### config.mk
export PLATFORM = sky130hd
export DESIGN_NAME = branch_target_predictor
export DESIGN_NICKNAME = d
export VERILOG_FILES = /design/src/rtl/btp_pkg.sv /design/src/rtl/sat_counter2.sv /design/src/rtl/branch_target_predictor.sv
export SDC_FILE = /design/constraint.sdc
export NUM_CORES = 1
export LEC_CHECK = 0
export BUFFER_PORTS_ARGS = -buffer_cell sky130_fd_sc_hd__buf_4
export CAP_MARGIN = 15
export CORE_ASPECT_RATIO = 0.75
export CORE_MARGIN = 2
export CORE_UTILIZATION = 45
export DETAILED_ROUTE_END_ITERATION = 6
export HOLD_SLACK_MARGIN = 0.06
export MAX_ROUTING_LAYER = met4
export PLACE_DENSITY = 0.67
export SKIP_LAST_GASP = 1
export SYNTH_ARGS = -nofsm -noshare
export SYNTH_HDL_FRONTEND = slang
export SYNTH_SLANG_ARGS = --single-unit
### constraint.sdc
create_clock -name Clock -period 15.5 [get_ports Clock]
set_input_delay 3.1 -clock Clock [delete_from_list [all_inputs] [get_ports Clock]]
set_output_delay 3.1 -clock Clock [all_outputs]
set_load 0.03 [all_outputs]
### src/rtl/btp_pkg.sv
// Shared encodings and PC field helpers for the branch target predictor.
package btp_pkg;

  localparam int unsigned BTP_ENTRIES_DEFAULT = 16;

  localparam logic [1:0] CTR_SNT = 2'b00;
  localparam logic [1:0] CTR_WNT = 2'b01;
  localparam logic [1:0] CTR_WT  = 2'b10;
  localparam logic [1:0] CTR_ST  = 2'b11;

  // The index is returned zero-extended to 8 bits; callers truncate to their own index width.
  function automatic logic [7:0] btp_index(input logic [31:0] pc, input int unsigned index_w);
    logic [31:0] mask;
    mask = (32'd1 << index_w) - 32'd1;
    return 8'((pc >> 2) & mask);
  endfunction

  function automatic logic [29:0] btp_tag(input logic [31:0] pc, input int unsigned index_w);
    return 30'(pc >> (index_w + 2));
  endfunction

endpackage

### src/rtl/sat_counter2.sv
// Combinational next state of a 2-bit saturating direction counter.
module sat_counter2
  import btp_pkg::*;
(
  input  logic [1:0] ctr,
  input  logic       taken,
  output logic [1:0] next
);

  always_comb begin
    next = ctr;
    if (taken) begin
      if (ctr != CTR_ST) next = ctr + 2'd1;
    end else begin
      if (ctr != CTR_SNT) next = ctr - 2'd1;
    end
  end

endmodule

### src/rtl/branch_target_predictor.sv
// Direct-mapped BTB with 2-bit direction counters: predicts in IF, resolves in ID.
// Optional macro BTP_STATS_EN adds resolve/mispredict statistic counters.
module branch_target_predictor
  import btp_pkg::*;
#(
  parameter int unsigned ENTRIES = BTP_ENTRIES_DEFAULT
) (
  input  logic        Clock,
  input  logic        Reset,
  input  logic [31:0] IF_PC,
  output logic        IF_PredTaken,
  output logic [31:0] IF_PredTarget,
  input  logic        ID_Valid,
  input  logic        ID_Branch,
  input  logic        ID_Stall,
  input  logic [31:0] ID_PC,
  input  logic        ID_PredTaken,
  input  logic [31:0] ID_PredTarget,
  input  logic [31:0] ID_Target,
  input  logic        Cmp_Result,
  output logic        Redirect,
  output logic [31:0] Redirect_PC,
  output logic        Flush_IFID
`ifdef BTP_STATS_EN
  ,
  output logic [31:0] Stat_Branches,
  output logic [31:0] Stat_Mispredicts
`endif
);

  localparam int unsigned INDEX_W = $clog2(ENTRIES);
  localparam int unsigned TAG_W   = 30 - INDEX_W;

  logic             valid_q  [ENTRIES];
  logic [TAG_W-1:0] tag_q    [ENTRIES];
  logic [31:0]      target_q [ENTRIES];
  logic [1:0]       ctr_q    [ENTRIES];

  logic [INDEX_W-1:0] if_idx, id_idx;
  logic [TAG_W-1:0]   if_tag, id_tag;
  logic               if_hit, id_hit, resolve, mispredict;
  logic [1:0]         ctr_d;

  assign if_idx = INDEX_W'(btp_index(IF_PC, INDEX_W));
  assign if_tag = TAG_W'(btp_tag(IF_PC, INDEX_W));
  assign id_idx = INDEX_W'(btp_index(ID_PC, INDEX_W));
  assign id_tag = TAG_W'(btp_tag(ID_PC, INDEX_W));

  assign if_hit        = valid_q[if_idx] && (tag_q[if_idx] == if_tag);
  assign IF_PredTaken  = if_hit && ctr_q[if_idx][1];
  assign IF_PredTarget = IF_PredTaken ? target_q[if_idx] : IF_PC + 32'd4;

  // Reset masks resolve so a coincident branch neither redirects nor updates.
  assign resolve    = ID_Valid && ID_Branch && !ID_Stall && !Reset;
  assign mispredict = resolve && ((Cmp_Result != ID_PredTaken) ||
                      (Cmp_Result && ID_PredTaken && (ID_PredTarget != ID_Target)));
  assign Redirect    = mispredict;
  assign Flush_IFID  = mispredict;
  assign Redirect_PC = (mispredict && Cmp_Result) ? ID_Target : ID_PC + 32'd4;

  assign id_hit = valid_q[id_idx] && (tag_q[id_idx] == id_tag);

  sat_counter2 u_ctr (
    .ctr   (ctr_q[id_idx]),
    .taken (Cmp_Result),
    .next  (ctr_d)
  );

  always_ff @(posedge Clock) begin
    if (Reset) begin
      for (int i = 0; i < int'(ENTRIES); i++) begin
        valid_q[i] <= 1'b0;
        ctr_q[i]   <= CTR_WNT;
      end
    end else if (resolve) begin
      if (id_hit) begin
        ctr_q[id_idx] <= ctr_d;
      end else if (Cmp_Result) begin
        valid_q[id_idx] <= 1'b1;
        ctr_q[id_idx]   <= CTR_WT;
      end
    end
  end

  // Tags and targets are never reset; valid bits alone qualify them.
  always_ff @(posedge Clock) begin
    if (resolve && Cmp_Result) begin
      tag_q[id_idx]    <= id_tag;
      target_q[id_idx] <= ID_Target;
    end
  end

`ifdef BTP_STATS_EN
  logic [31:0] stat_br_q, stat_mp_q;

  always_ff @(posedge Clock) begin
    if (Reset) begin
      stat_br_q <= '0;
      stat_mp_q <= '0;
    end else begin
      if (resolve && (stat_br_q != '1))    stat_br_q <= stat_br_q + 32'd1;
      if (mispredict && (stat_mp_q != '1)) stat_mp_q <= stat_mp_q + 32'd1;
    end
  end

  assign Stat_Branches    = stat_br_q;
  assign Stat_Mispredicts = stat_mp_q;
`endif

endmodule

; After elaboration in Yosys (flattened, before gate mapping)
; Memory sizes are Yosys's and may differ from the RTL's.
; Cells that the tools add are included.
[totals]
regBits = 0
wordCells = 56
inputBits = 135
memories = 4
mem_bits_rw = 976
[classes]
muxes = 25
bitwise_logic = 1
n_eq_ne = 5
n_reduce_logical = 17
add_sub_neg = 4
[memory_table]
columns = name, depth, width, read_ports, rd_ports_with_merged_regs, write_ports, line
row1 = target_q, 16, 32, 1, 0, 1, branch_target_predictor.sv:36  ; logic [31:0] target_q [ENTRIES];
row2 = tag_q, 16, 26, 2, 0, 1, branch_target_predictor.sv:35  ; logic [TAG_W-1:0] tag_q [ENTRIES];
row3 = ctr_q, 16, 2, 2, 0, 16, branch_target_predictor.sv:37  ; logic [1:0] ctr_q [ENTRIES];
row4 = valid_q, 16, 1, 2, 0, 16, branch_target_predictor.sv:34  ; logic valid_q [ENTRIES];
[op_table]
columns = op, n
row1 = $add A32 B3 Y32 const B, 2
row2 = $mux W32, 2
row3 = $eq A26 B26 Y1, 2
row4 = $ne A32 B32 Y1, 1
row5 = $mux W1, 16
row6 = $logic_and A1 B1 Y1, 11
row7 = $mux W2, 5
row8 = $mux W4, 2
row9 = $add A2 B1 Y2 const B, 1
row10 = $logic_not A1 Y1, 2
row11 = $ne A2 B2 Y1 const B, 1
row12 = $reduce_bool A2 Y1, 1
row13 = $reduce_or A2 Y1, 1
row14 = $sub A2 B1 Y2 const B, 1
row15 = $logic_or A1 B1 Y1, 1
row16 = $ne A1 B1 Y1, 1
row17 = $or A1 B1 Y1, 1
row18 = $reduce_or A1 Y1, 1

; Logic depth before layout (Yosys ltp)
; An unclocked memory read counts as a cell.
[logic_depth]
depth_word = 10
ltp_mapped = 15
ltp_nobuf = 9

; Modules after synthesis
; Synthesis repeated with hierarchy kept, for this count alone.
[unflattened]
hier_cells = 2274
hier_area_um2 = 43989.7
[by_module_without_submodules]
columns = module, instances, seq_area_each_um2, area_each_um2, cells_each
row1 = branch_target_predictor, 1, 29148.0, 43963.4, 2271
row2 = sat_counter2, 1, 0.0, 26.3, 3

; Least setup slack after synthesis
; Ideal clock, no wire load.
[synth_path]
path_kind = in2out
start = in IF_PC[3]
end = out IF_PredTarget[2]
path_buffers = 4
path_stages = 11
t_arrival_ns = 5.967
slack_ns = 6.433
cell_sequence = buf_6 > buf_4 > clkbuf_1 > mux4_2 > a222oi_1 > xor2_1 > nand4_1 > nor4_2 > nand4_2 > buf_6 > mux2i_1
[synth_between]
elab_chain_len = 5
elab_cells_between_ends = 8
cone_classes = eq/ne (1) / mux (1) / reduce/logical (2) / memory (4)
[synth_rtl]
columns = item, line
row1 = start: declaration, branch_target_predictor.sv:10  ; input logic [31:0] IF_PC,
row2 = $mem_v2 Z16 W26, n/a
row3 = $eq A26 B26 Y1, branch_target_predictor.sv:49  ; assign if_hit = valid_q[if_idx] && (tag_q[if_idx] == if_tag);
row4 = $logic_and A1 B1 Y1, branch_target_predictor.sv:49
row5 = $logic_and A1 B1 Y1, branch_target_predictor.sv:50  ; assign IF_PredTaken = if_hit && ctr_q[if_idx][1];
row6 = $mux W32 *, branch_target_predictor.sv:51  ; assign IF_PredTarget = IF_PredTaken ? target_q[if_idx] : IF_PC + 32'd4;
row7 = end: declaration, branch_target_predictor.sv:12  ; output logic [31:0] IF_PredTarget,
; Every way passes the cells marked *; elsewhere a longest branch is shown, timed or not.

; Worst setup path in the final report
[layout_path]
start = in IF_PC[3]
end = out IF_PredTarget[31]
; Same word-level chain as after synthesis.

==> reports/qor.yml <==
seqPwrFrac_pct: 52.4
setup_slack_ps: 4160
grtUsageMet1_pct: 38.2
wl_per_cell_microns: 33.2
synth-edff-count: 960
p_total_mw: 5.55
outcome: "complete, no violations"
grt_pass1_vias: 24800
crit_path_end_kind: "output pin"
peakVddDrop_mv: 0.115
gr-usage-met2_pct: 38.5
grt_util_all_layers_pct: 26.8
worstMarginPinSlew_ps: 1130
syn_inst: 2341
max_cap_violations: 0
htree_levels: 3
port_buffers: 201
crit_start: "IF_PC[3]"
async_flop_share_pct: 0
place_congestion: 0.871
p_int_mw: 4.28
hp-start: "valid_q[6]"
synth_compound_area_share_pct: 2.73
grt_max_degree: 136
rsz0062_at_grt: "no"
required_ps: 12400
syn_nets: 2482
p_leak_nw: 15.7
critical-path-max-stage-delay_ps: 720
synth_fa_ha_area_share_pct: 0.170
routed_wl_microns: 130000
crit_top_cell: "buf_4"
crit_family: "buffers and inverters"
clockBufferDepth: 3
crit_fanout: 135
grt_pass1_wl_microns: 184000
synth_mux_area_share_pct: 21.9
grt_overflow: 0
p_per_area_nw_per_um2: 111
dieArea_sq_um: 100000
drc_errors: 0
cp_slowest_cell: "buf_12"
viasPerCell: 6.50
clock-sinks: 976
seq_area_sq_um: 29100
layout-drive-gt1-share_pct: 31.6
p_switching_mw: 1.26
core_sq_um: 97100
fin_crit_ps: 11340
die_x_microns: 365
clockPowerShare_pct: 39.1
nNetsFinal: 2671
finalHoldViolations: 0
grt_antenna_before_repair: 8
worstSetupStartpointType: "primary input"
grt_busiest_layer: "met2"
pin_count: 202
die_h_microns: 275
multi_input_area_sq_um: 14100
yosys_warnings: 0
clk_latency_ps: 700
final_antenna_net_count: 0
cts_resized: 0
cts_tree: "done"
ys_seq_area_share_pct: 66.2
synthDistinctLibCells: 67
p_sw_share_pct: 22.8
dr.pass1.iters: 6
setup_tns_ps: 0
hold_class: "reg -> reg"
path_buf_inv: 6
synth_area_sq_um: 44000
critPathArrivalTime_ps: 8240
period_share_pct: 73.1
grt_util_met3_pct: 6.65
synth-seq-cells: 976
rows: 99
slew_headroom_pct: 24.3
critical_path_class: "in -> out"
area_growth_pct: 13.0
path_cells: "buf_8 > buf_12 > buf_4 > mux4_2 > mux4_2 > xnor2_1 > nand4_1 > nor4_1 > buf_4 > nand4_4 > buf_4 > mux2_2 > buf_4"
avgSynthCellArea_sq_um: 18.8
setup_violations: 0
cts_hold_buf: 0
dpl.hpwl_microns: 79000
comb_power_share_pct: 8.5
r2r_start: "tag_q[7][5]"
cts-root-buf: "clkbuf_16"
synth_xor_area_share_pct: 2.74
clock.fmax_mhz: 88.2
cts_setup_buffers: 0
synth_top_family_by_area: "multiplexers"
synthFlopType: "edfxtp_1"
synthSimpleGateAreaFrac_pct: 4.07
cts_made_buffers: 92
start_util_pct: 45.4
clock-skew-final_ps: 28.3
vias: 25500
slew_viol_final: 0
clk_pin_slew_ps: 60
drt-initial-drc-count: 4118
dpl_worst_slack_ps: 4350
nFillCells: 7767
layout make-up:
cell class	instances	area share [%]
Clock inverter	46	0.722
Timing Repair Buffer	255	3.95
Inverter	33	0.251
Antenna cell	8	0.0402
Sequential cell	976	58.6
Clock buffer	115	4.88
Multi-Input combinational cell	1172	28.3
Tap cell	1313	3.30
state kept, by name, summed over array words and instances (netlist names):
signal,flops
ctr_q,32
valid_q,16
tag_q,416
target_q,512
cells in the mapped netlist (all sizes together) (3+ instances only):
library cell / number / share of area, %
nand2b: 3 / 0.043
nand2: 122 / 1.0
xor2: 36 / 0.72
o22ai: 23 / 0.33
nand4: 33 / 0.48
mux2i: 63 / 1.4
inv: 33 / 0.28
nor3: 22 / 0.31
clkbuf: 74 / 0.63
mux4: 373 / 19
and2: 7 / 0.099
o21ai: 40 / 0.45
a22oi: 19 / 0.32
ha: 6 / 0.17
a221oi: 10 / 0.20
a211oi: 9 / 0.15
xnor2: 102 / 2.0
a21o: 4 / 0.068
nor4: 14 / 0.23
and4: 7 / 0.14
o2bb2ai: 3 / 0.060
a211o: 5 / 0.10
nand3b: 3 / 0.051
a2111oi: 4 / 0.097
a31oi: 8 / 0.11
a22o: 5 / 0.099
mux2: 47 / 1.4
dfxtp: 16 / 0.73
and3: 13 / 0.18
o21a: 3 / 0.051
nand3: 34 / 0.39
nor2b: 19 / 0.27
nor2: 83 / 0.71
buf: 86 / 1.3
a222oi: 3 / 0.068
a21oi: 24 / 0.27
edfxtp: 960 / 65
o211ai: 6 / 0.10
path summary, 6_finish.rpt:
| kind | to | slack [ps] | cells past startpoint |
|---|---|---|---|
| max | IF_PredTarget[31] | 4160 | 13 |
| min | valid_q[6] | 480 | 2 |
| max reg2reg | ctr_q[7][1] | 11290 | 10 |
| min reg2reg | valid_q[6] | 480 | 2 |
through the flow:
stage	utilization (%)	instance area, sq um	cells	hold slack, ps
after floorplan	-	44000	2341	450
after global placement	48.3	46900	3746	460
after detailed placement	48.3	46900	3746	467
after CTS	51.2	49700	3907	477
after global routing	51.2	49800	3916	504
final	51.2	49800	3918	480
layer usage:
layer	wire length (microns)	share of wire (%)
met4	3620	2.8
met2	58900	45
met5	0	0
met3	16200	12
met1	51500	40
worst min-delay path, stage by stage, from the launching register on:
cell	delay (ps)
dfxtp_1	320
inv_1	50
o22ai_1	60
power by group through the flow:
stage	sequential (mW)	combinational [mW]	clock, mW
finish	2.91	0.471	2.17
global route	2.91	0.493	2.30
CTS	2.91	0.468	2.19
detailed placement	2.96	0.467	0
global placement	2.96	0.460	0
floorplan	2.96	0.278	0
cell usage in the layout, fill, tap and decap left out, types with 32 or more instances in the layout:
| master | count |
|---|---|
| xnor2_1 | 102 |
| nand4_1 | 32 |
| nand2_1 | 122 |
| xor2_1 | 36 |
| nor2_1 | 67 |
| mux4_2 | 373 |
| nand3_1 | 34 |
| edfxtp_1 | 960 |
| o21ai_0 | 40 |
| buf_4 | 248 |
| mux2i_1 | 63 |
| clkbuf_16 | 94 |
cells by family (layout without fill, tap and decap cells):
logic type,count (synthesis),count (layout)
adders and majority gates,6,6
other,0,8
buffers and inverters,193,449
AOI/OAI and AO/OA,177,177
xor gates and xnor gates,138,138
and+or+nand+nor,368,368
muxes,483,483
DFF,976,976
Note: power is estimated with default switching activity, not from simulation.
